[config.mk]
export PLATFORM = sky130hd
export DESIGN_NAME = fetch_queue
export DESIGN_NICKNAME = d
export VERILOG_FILES = /design/src/rtl/fetch_queue.sv
export SDC_FILE = /design/constraint.sdc
export NUM_CORES = 1
export LEC_CHECK = 0
export BUFFER_PORTS_ARGS = -buffer_cell sky130_fd_sc_hd__buf_2
export CORE_UTILIZATION = 65
export CTS_CLUSTER_DIAMETER = 100
export DETAILED_ROUTE_END_ITERATION = 8
export PLACE_DENSITY = 0.84
export SKIP_LAST_GASP = 1
export SLEW_MARGIN = 0
export SYNTH_ARGS = -nofsm -noshare
export SYNTH_HDL_FRONTEND = slang
export SYNTH_SLANG_ARGS = --single-unit
[constraint.sdc]
create_clock -name clk -period 14.56 [get_ports clk]
set_clock_uncertainty 0.05 [all_clocks]
set_input_delay 1.456 -clock clk [delete_from_list [all_inputs] [get_ports clk]]
set_output_delay 1.456 -clock clk [all_outputs]
set_load 0.02 [all_outputs]
[src/rtl/fetch_queue.sv]
// Instruction fetch stage: credit-limited prefetch from a variable-latency
// instruction memory, delay-slot-aware redirect and PC-tagged wrong-path discard.
module fetch_queue #(
  parameter logic [31:0] RESET_PC = 32'h0000_0000,
  parameter int unsigned DEPTH    = 2
) (
  input  logic        clk,
  input  logic        rst,
  output logic        imem_req,
  output logic [31:0] imem_addr,
  input  logic        imem_gnt,
  input  logic        imem_rvalid,
  input  logic [31:0] imem_rdata,
  input  logic        stall,
  input  logic        jump_branch,
  input  logic        jump_target,
  input  logic        jump_reg,
  input  logic [31:0] jr_pc,
  output logic [31:0] pc,
  output logic [31:0] instr,
  output logic        instr_valid
);
  localparam int unsigned AW = $clog2(DEPTH);
  localparam int unsigned CW = AW + 1;

  logic [31:0]   r_out_addr [DEPTH];
  logic [AW-1:0] r_out_wp, r_out_rp;
  logic [CW-1:0] r_out_cnt;
  logic [31:0]   r_q_tag  [DEPTH];
  logic [31:0]   r_q_word [DEPTH];
  logic [AW-1:0] r_q_wp, r_q_rp;
  logic [CW-1:0] r_q_cnt;

  logic [31:0] r_fpc, r_exp, r_ds_pc, r_redir_tgt;
  logic        r_redir_pend, r_jmp_after_gnt;
  logic [31:0] r_pc, r_instr;
  logic        r_instr_valid;

  logic [CW:0] w_credits;
  logic        w_rv, w_q_empty, w_src_valid, w_match, w_drop, w_load, w_consume;
  logic        w_q_pop, w_q_push, w_grant, w_advance, w_redirect, w_ds_now;
  logic [31:0] w_src_tag, w_src_word, w_pc_plus4, w_br_off, w_target;

  assign w_credits = {1'b0, r_out_cnt} + {1'b0, r_q_cnt};
  assign imem_req  = ~rst & (w_credits < (CW+1)'(DEPTH));
  assign imem_addr = r_fpc;
  assign w_grant   = imem_req & imem_gnt;

  // A response is tagged with the oldest outstanding address.
  assign w_rv        = imem_rvalid & (r_out_cnt != '0);
  assign w_q_empty   = (r_q_cnt == '0);
  assign w_src_valid = ~w_q_empty | w_rv;
  assign w_src_tag   = w_q_empty ? r_out_addr[r_out_rp] : r_q_tag[r_q_rp];
  assign w_src_word  = w_q_empty ? imem_rdata : r_q_word[r_q_rp];

  assign w_advance = ~r_instr_valid | ~stall;
  assign w_match   = w_src_valid & (w_src_tag == r_exp);
  assign w_drop    = w_src_valid & ~w_match;
  assign w_load    = w_match & w_advance;
  assign w_consume = w_drop | w_load;
  assign w_q_pop   = ~w_q_empty & w_consume;
  assign w_q_push  = w_rv & ~(w_q_empty & w_consume);

  assign w_redirect = r_instr_valid & ~stall & (jump_reg | jump_target | jump_branch);
  assign w_pc_plus4 = r_pc + 32'd4;
  assign w_br_off   = {{14{r_instr[15]}}, r_instr[15:0], 2'b00};
  // Delay slot loaded in the very cycle its branch resolves.
  assign w_ds_now   = w_load & w_redirect & (w_src_tag == w_pc_plus4);

  // NOTE: every always_comb output gets a default first so no path can infer a latch.
  always_comb begin
    w_target = w_pc_plus4 + w_br_off;
    if (jump_reg)         w_target = jr_pc;
    else if (jump_target) w_target = {w_pc_plus4[31:28], r_instr[25:0], 2'b00};
  end

  // NOTE: sequential state uses non-blocking assignments only, so every register
  // samples pre-edge values regardless of block ordering.
  always_ff @(posedge clk) begin
    if (rst) begin
      r_out_wp        <= '0;
      r_out_rp        <= '0;
      r_out_cnt       <= '0;
      r_q_wp          <= '0;
      r_q_rp          <= '0;
      r_q_cnt         <= '0;
      r_fpc           <= RESET_PC;
      r_exp           <= RESET_PC;
      r_ds_pc         <= RESET_PC;
      r_redir_tgt     <= RESET_PC;
      r_redir_pend    <= 1'b0;
      r_jmp_after_gnt <= 1'b0;
      r_pc            <= RESET_PC;
      r_instr         <= '0;
      r_instr_valid   <= 1'b0;
    end else begin
      if (w_grant) r_out_wp <= r_out_wp + AW'(1);
      if (w_rv)    r_out_rp <= r_out_rp + AW'(1);
      r_out_cnt <= r_out_cnt + CW'(w_grant) - CW'(w_rv);

      if (w_q_push) r_q_wp <= r_q_wp + AW'(1);
      if (w_q_pop)  r_q_rp <= r_q_rp + AW'(1);
      r_q_cnt <= r_q_cnt + CW'(w_q_push) - CW'(w_q_pop);

      if (w_load) begin
        r_pc          <= w_src_tag;
        r_instr       <= w_src_word;
        r_instr_valid <= 1'b1;
        if (w_ds_now) begin
          r_exp <= w_target;
        end else if (r_redir_pend && (w_src_tag == r_ds_pc)) begin
          r_exp        <= r_redir_tgt;
          r_redir_pend <= 1'b0;
        end else begin
          r_exp <= w_src_tag + 32'd4;
        end
      end else if (w_advance) begin
        r_instr_valid <= 1'b0;
      end

      if (w_redirect) begin
        r_ds_pc      <= w_pc_plus4;
        r_redir_tgt  <= w_target;
        r_redir_pend <= ~w_ds_now;
      end

      // An ungranted delay-slot request must still go out before the target.
      if (w_redirect) begin
        if ((r_fpc == w_pc_plus4) && !w_grant) begin
          r_jmp_after_gnt <= 1'b1;
        end else begin
          r_fpc           <= w_target;
          r_jmp_after_gnt <= 1'b0;
        end
      end else if (w_grant) begin
        r_fpc           <= r_jmp_after_gnt ? r_redir_tgt : r_fpc + 32'd4;
        r_jmp_after_gnt <= 1'b0;
      end
    end
  end

  // NOTE: storage arrays carry no reset; validity comes from the reset counters.
  always_ff @(posedge clk) begin
    if (w_grant) r_out_addr[r_out_wp] <= r_fpc;
    if (w_q_push) begin
      r_q_tag[r_q_wp]  <= r_out_addr[r_out_rp];
      r_q_word[r_q_wp] <= imem_rdata;
    end
  end

  assign pc          = r_pc;
  assign instr       = r_instr;
  assign instr_valid = r_instr_valid;

endmodule

==> flow_metrics.env, run 1 <==
export IMPL_outcome="finished, final reports clean"
export IMPL_cts_buffers=42
export IMPL_end_kind="register"
export IMPL_gr_usage_all_layers=0.407
export IMPL_p_leak_nw=9.00
export IMPL_ys_types=79
export IMPL_startpoint_type="register"
export IMPL_synth_edff_count=192
export IMPL_clk_pin_slew_ns=0.06
export IMPL_root_buffer="clkbuf_16"
export IMPL_power_mw=3.69
export IMPL_wl_per_cell_um=24.4
export IMPL_slew_headroom=0.169
export IMPL_fin_cells=2891
export IMPL_antenna_left=0
export IMPL_path_class="register to register"
export IMPL_area_delta_synth_final_pct=11.2
export IMPL_grt_pass1_wl_um=105000
export IMPL_worstPathRequired_ns=14.70
export IMPL_ys_flop_type="dfxtp_1"
export IMPL_drive_gt1_frac=0.164
export IMPL_crit_arrival_ns=5.98
export IMPL_via_count=19200
export IMPL_syn_area_sq_um=22000
export IMPL_grt_max_degree=126
export IMPL_fin_setup_tns_ns=0
export IMPL_port_buffers=169
export IMPL_fin_crit_ns=5.84
export IMPL_finalMaxSlewViolations=0
export IMPL_post_place_ws_ns=8.77
export IMPL_fillers=2395
export IMPL_placed_cell_area_sq_um=23000
export IMPL_grt_overflow=0
export IMPL_finalCoreUtilization=0.733
export IMPL_routed_wl_um=70700
export IMPL_cp_common_cell="buf_4"
export IMPL_die_area_sq_um=34700
export IMPL_p_per_area_nw_per_um2=151
export IMPL_globalplace_congestion=1.06
export IMPL_peakVddDrop_uv=119
export IMPL_cp_max_fo=71
export IMPL_synth_nets=2445
export IMPL_drt_iter0_drc=2387
export IMPL_netlist_instances=2328
export IMPL_die_x_um=186
export IMPL_hp_class="register to register"
export IMPL_drc=0
export IMPL_critPathTopFamily="simple AND/OR/NAND/NOR gates"
export IMPL_cp_num_buf_inv=2
export IMPL_first_global_vias=17900
export IMPL_critical_path_cell_chain="or2_4 > buf_4 > mux2_2 > xor2_1 > nor3_1 > nand3_1 > nor4_1 > nor2b_1 > o21ai_0 > nor2_4 > buf_4"
export IMPL_grt_setup_unrepaired="false"
export IMPL_period_share=0.401
export IMPL_tightest_slew_ns=1.24
export IMPL_fp_coreArea_sq_um=33400
export IMPL_worst_skew_pair_late_latency_ns=0.56
export IMPL_antenna_found_initial=0
export IMPL_tritoncts="built"
export IMPL_placed_cells=2814
export IMPL_die_h_um=186
export IMPL_yosys_warnings=0
export IMPL_post_cts_buffers=0
export IMPL_start_util=0.659
export IMPL_place_hpwl_um=49400
export IMPL_ys_ff_latch=397
export IMPL_cap_violations=0
export IMPL_cpPeakStageDelay_ns=0.93
export IMPL_fin_area_sq_um=24500
export IMPL_synthArstFlopShare=0
export IMPL_setup_slack_ns=8.72
export IMPL_finalHoldViolCount=0
export IMPL_cts_resized=0
export IMPL_seq_area_frac_synth=0.448
export IMPL_num_nets_final=2527
export IMPL_syn_area_per_cell_sq_um=9.47
export IMPL_avgViaCountPerCell=6.64
export IMPL_finalSetupViolations=0
export IMPL_hold_buffers=0
export IMPL_slowest_stage="nor2_4"
export IMPL_rows=67
export IMPL_clock_sinks=397
export IMPL_h_tree_depth=2
export IMPL_first_pass_iters=7
export IMPL_ios=170
export IMPL_whs_ns=0.409
export IMPL_max_freq_mhz=171
export IMPL_cts_buffer_depth=3
==> kinds of logic after synthesis <==
kind of cell / count (synthesis) / synth area share
mux: 183 / 0.0888
simple gates: 798 / 0.166
xor+xnor: 235 / 0.0954
flops: 397 / 0.448
buf+inv: 201 / 0.0381
compound gates: 469 / 0.138
fa+ha+maj: 45 / 0.0262
==> cell type report <==
class                      instances  area (sq um)  share of cell area
sequential                       397          9870               0.403
clock buffer                      54          1150              0.0468
multi-input combinational       1730         11400               0.464
tap                              448           561              0.0229
antenna                            1          2.50            0.000102
clock inverter                    22           330              0.0135
inverter                          44           165             0.00674
timing repair buffer             195          1050              0.0427
==> state kept, by name, indices dropped and copies added, names as in the netlist, named ones only <==
name / cells
r_redir_pend: 1
instr: 32
r_q_wp: 1
imem_addr: 32
r_out_rp: 1
r_q_cnt: 2
r_q_rp: 1
r_q_word: 64
pc: 32
r_jmp_after_gnt: 1
instr_valid: 1
r_q_tag: 64
r_out_addr: 64
r_ds_pc: 32
r_out_cnt: 2
r_out_wp: 1
r_redir_tgt: 32
r_exp: 32
==> metal layers <==
metal  part of all wire  global-route usage  vias up
met2               0.45               0.632     1271
met4              0.052               0.205        0
met3               0.12              0.0878      261
met5                  0                   0        -
li1                   -                   -     8540
met1               0.38               0.538     9134
==> power by group <==
part	internal (mW)	switching [mW]	leakage (nW)	total, mW
clock network	0.700	0.453	0.729	1.15
registers	1.28	0.102	3.42	1.38
logic	0.423	0.739	4.86	1.16
total	2.40	1.29	9.00	3.69
==> cells in the mapped netlist (6+ instances only) <==
master | count | share of area
mux2i_1 | 82 | 0.037
a311oi_1 | 24 | 0.0095
nor2b_1 | 8 | 0.0023
xor2_1 | 120 | 0.048
and4_1 | 11 | 0.0044
edfxtp_1 | 192 | 0.26
o21a_1 | 13 | 0.0044
buf_1 | 15 | 0.0026
clkbuf_1 | 108 | 0.018
a21oi_1 | 153 | 0.035
mux2_2 | 101 | 0.052
a211oi_1 | 58 | 0.020
nand3_1 | 59 | 0.013
a2111oi_0 | 7 | 0.0028
a21o_1 | 14 | 0.0048
nand4_1 | 32 | 0.0091
nor4_1 | 29 | 0.0082
nand2_1 | 310 | 0.053
nor2_1 | 203 | 0.035
inv_1 | 43 | 0.0073
a31oi_1 | 9 | 0.0026
o211ai_1 | 59 | 0.020
or2_2 | 8 | 0.0023
ha_1 | 43 | 0.024
nor3b_1 | 6 | 0.0020
and3_1 | 25 | 0.0071
buf_2 | 24 | 0.0054
dfxtp_1 | 205 | 0.19
nor3_1 | 67 | 0.015
nand2b_1 | 10 | 0.0028
xnor2_1 | 112 | 0.045
o21ai_0 | 81 | 0.018
==> path summary, 6_finish.rpt <==
path / startpoint / endpoint / slack (ns) / depth (start not counted)
min reg2reg: instr[28] / instr[28] / 0.41 / 2
min: instr[28] / instr[28] / 0.41 / 2
max reg2reg: r_q_cnt[1] / r_q_word[0][9] / 8.72 / 11
max: r_q_cnt[1] / r_q_word[0][9] / 8.72 / 11
==> layout by cell type (no fill, tap or decap), drive strengths merged, types with 14 or more instances in the layout <==
cell	count
a211oi	63
a21o	14
a21oi	158
a311oi	24
and3	25
buf	195
clkbuf	54
clkinv	14
dfxtp	205
edfxtp	192
ha	43
inv	44
mux2	101
mux2i	82
nand2	310
nand3	59
nand4	33
nor2	204
nor3	67
nor4	31
o211ai	59
o21ai	81
xnor2	112
xor2	120
==> worst register-to-register path: stages (launching register included) <==
cell     delay, ns
dfxtp_1       0.41
or2_4         0.52
buf_4         0.69
mux2_2        0.52
xor2_1        0.16
nor3_1        0.26
nand3_1       0.11
nor4_1        0.68
nor2b_1       0.24
o21ai_0       0.30
nor2_4        0.93
buf_4         0.58
Note: power is estimated with default switching activity, not from simulation.
==> run 2: changes to the inputs <==
Settings changed: CORE_UTILIZATION 65 to 55, PLACE_DENSITY 0.84 to 0.76.
Clock period 14.56 ns to 5.15 ns, I/O delays scaled along.
==> run 2 against run 1 <==
- flip-flop and latch count is the same
- via count decreased by 2.4%
- fmax grew 18%
- highest routed layer unchanged
==> flow_metrics.env, run 2 (synthesis results as in run 1) <==
export IMPL_placed_cell_area_sq_um=23600
export IMPL_combPwrFrac=0.323
export IMPL_ios=170
export IMPL_routed_wl_um=73200
export IMPL_rows=72
export IMPL_fin_crit_ns=4.93
export IMPL_tritoncts="built"
export IMPL_critPathLaunch="pc[7]"
export IMPL_finalCoreUtilization=0.639
export IMPL_area_delta_synth_final_pct=13.4
export IMPL_cts_buffers=41
export IMPL_final_cell_mix="309 x nand2_1, 204 x dfxtp_1, 200 x nor2_1, 192 x edfxtp_1, 168 x buf_2"
export IMPL_cap_violations=0
export IMPL_port_buffers=169
export IMPL_startpoint_type="register"
export IMPL_slew_headroom=0.265
export IMPL_max_freq_mhz=203
export IMPL_power_mw=10.3
export IMPL_seq_power_share=0.380
export IMPL_fin_area_sq_um=25000
export IMPL_fin_setup_tns_ns=0
export IMPL_antenna_found_initial=1
export IMPL_intPower_mw=6.62
export IMPL_root_buffer="clkbuf_16"
export IMPL_swShare=0.357
export IMPL_via_count=18700
export IMPL_tightest_slew_ns=1.10
export IMPL_finalMaxSlewViolations=0
export IMPL_first_pass_iters=6
export IMPL_period_share=0.958
export IMPL_cp_max_fo=10
export IMPL_worstPathRequired_ns=5.51
export IMPL_final_common_cell="nand2_1"
export IMPL_grt_max_degree=88
export IMPL_clock_sinks=397
export IMPL_avgViaCountPerCell=6.22
export IMPL_outcome="finished, final reports clean"
export IMPL_cts_buffer_depth=3
export IMPL_crit_arrival_ns=5.30
export IMPL_num_nets_final=2576
export IMPL_crit_end="r_exp[30]"
export IMPL_hp_class="input pin to register"
export IMPL_r2r_end="r_exp[30]"
export IMPL_worstRegToRegCells=15
export IMPL_reg2reg_slack_ns=0.22
export IMPL_cpPeakStageDelay_ns=0.57
export IMPL_critical_path_cell_chain="nand4_1 > nor2_1 > xnor2_1 > inv_1 > ha_1 > a21oi_1 > a21boi_0 > a211oi_1 > o21ai_0 > a21oi_1 > o211ai_1 > a2111oi_0 > nor3b_2 > a211oi_1 > nor3_1"
export IMPL_drive_gt1_frac=0.181
export IMPL_p_leak_nw=9.23
export IMPL_clk_pin_slew_ns=0.06
export IMPL_wl_per_cell_um=24.3
export IMPL_peakVddDrop_uv=337
export IMPL_drc=0
export IMPL_worst_skew_pair_late_latency_ns=0.57
export IMPL_grt_overflow=0
export IMPL_p_per_area_nw_per_um2=412
export IMPL_p_clk_frac=0.296
export IMPL_grt_setup_unrepaired="true"
export IMPL_die_h_um=202
export IMPL_first_global_vias=18000
export IMPL_finalSetupViolations=0
export IMPL_r2r_start="pc[7]"
export IMPL_slowest_stage="a2111oi_0"
export IMPL_fp_coreArea_sq_um=39100
export IMPL_drt_iter0_drc=2111
export IMPL_place_hpwl_um=53300
export IMPL_die_x_um=202
export IMPL_biggestRegsByFlops="r_out_addr: 64 flops, r_q_tag: 64 flops, r_q_word: 64 flops"
export IMPL_path_class="register to register"
export IMPL_start_util=0.564
export IMPL_die_area_sq_um=40900
export IMPL_whs_ns=0.0949
export IMPL_antenna_left=0
export IMPL_grt_pass1_wl_um=110000
export IMPL_gr_usage_all_layers=0.355
export IMPL_end_kind="register"
export IMPL_globalplace_congestion=0.966
export IMPL_power_switching_mw=3.68
export IMPL_finalHoldViolCount=0
export IMPL_h_tree_depth=2
run 2: cell types whose count changed in the layout (fill, tap and decap cells not counted), moves of 3 or more:
cell	delta
buf_4	+41
buf_12	+9
bufinv_16	-5
clkinvlp_4	+3
run 2: final cells by class:
| cell class | count | area, sq um |
|---|---|---|
| diodes | 1 | 2.50 |
| multi-input cells | 1730 | 11400 |
| fillers | 3268 | 14100 |
| clock buffers | 54 | 1170 |
| inverters | 44 | 165 |
| well taps | 518 | 648 |
| repair buffers | 245 | 1540 |
| clock inverters | 22 | 200 |
| flip-flops and latches | 397 | 9870 |
run 2: worst min path at each step:
stage / startpoint / end / slack (ns) / cells after the start
2_1_floorplan: r_exp[0] / r_exp[0] / 0.39 / 2
3_3_place_gp: instr[27] / instr[27] / 0.39 / 2
3_5_place_dp: instr[30] / instr[30] / 0.39 / 2
4_1_cts: imem_rdata[16] / r_q_word[1][16] / 0.08 / 1
5_1_grt: imem_rdata[21] / r_q_word[0][21] / 0.09 / 1
6_report: imem_rdata[13] / r_q_word[0][13] / 0.09 / 1
run 2: repair_timing:
item                                    4_1_cts  5_1_grt
hold buffers                                  0        0
endpoints found under the setup margin        0       10
setup buffers                                 0        0
resized for setup                             0        4
run 2: through the flow:
step | std cells | setup slack (ns)
after floorplan | 2328 | -0.133
after global placement | 2934 | 0.207
after detailed placement | 2934 | 0.114
after CTS | 3010 | 0.0925
after global routing | 3011 | -0.178
final | 3011 | 0.217
run 2: layer usage:
layer | share of wire | wire length, um | vias up | global-route usage
met1 | 0.42 | 30700 | 9076 | 0.503
met4 | 0.032 | 2320 | 0 | 0.118
met2 | 0.45 | 33200 | 921 | 0.554
met3 | 0.096 | 7020 | 117 | 0.0579
met5 | 0 | 0 | - | 0
li1 | - | - | 8629 | -
run 2: worst max-delay path: cells and delay by family (launching register included):
| kind | cells | cell delay, ns |
|---|---|---|
| and+or+nand+nor | 4 | 0.82 |
| DFF | 1 | 0.51 |
| buffers and inverters | 1 | 0.10 |
| xor gates and xnor gates | 1 | 0.31 |
| AOI/OAI and AO/OA | 8 | 2.59 |
| adders and majority gates | 1 | 0.39 |
run 2: power by group through the flow:
stage / clock, mW / sequential [mW] / combinational [mW]
after detailed placement: 0 / 3.98 / 3.26
after global routing: 3.19 / 3.95 / 3.53
final: 3.05 / 3.92 / 3.33
after global placement: 0 / 3.96 / 3.21
after floorplan: 0 / 3.85 / 2.23
after CTS: 3.07 / 3.91 / 3.28
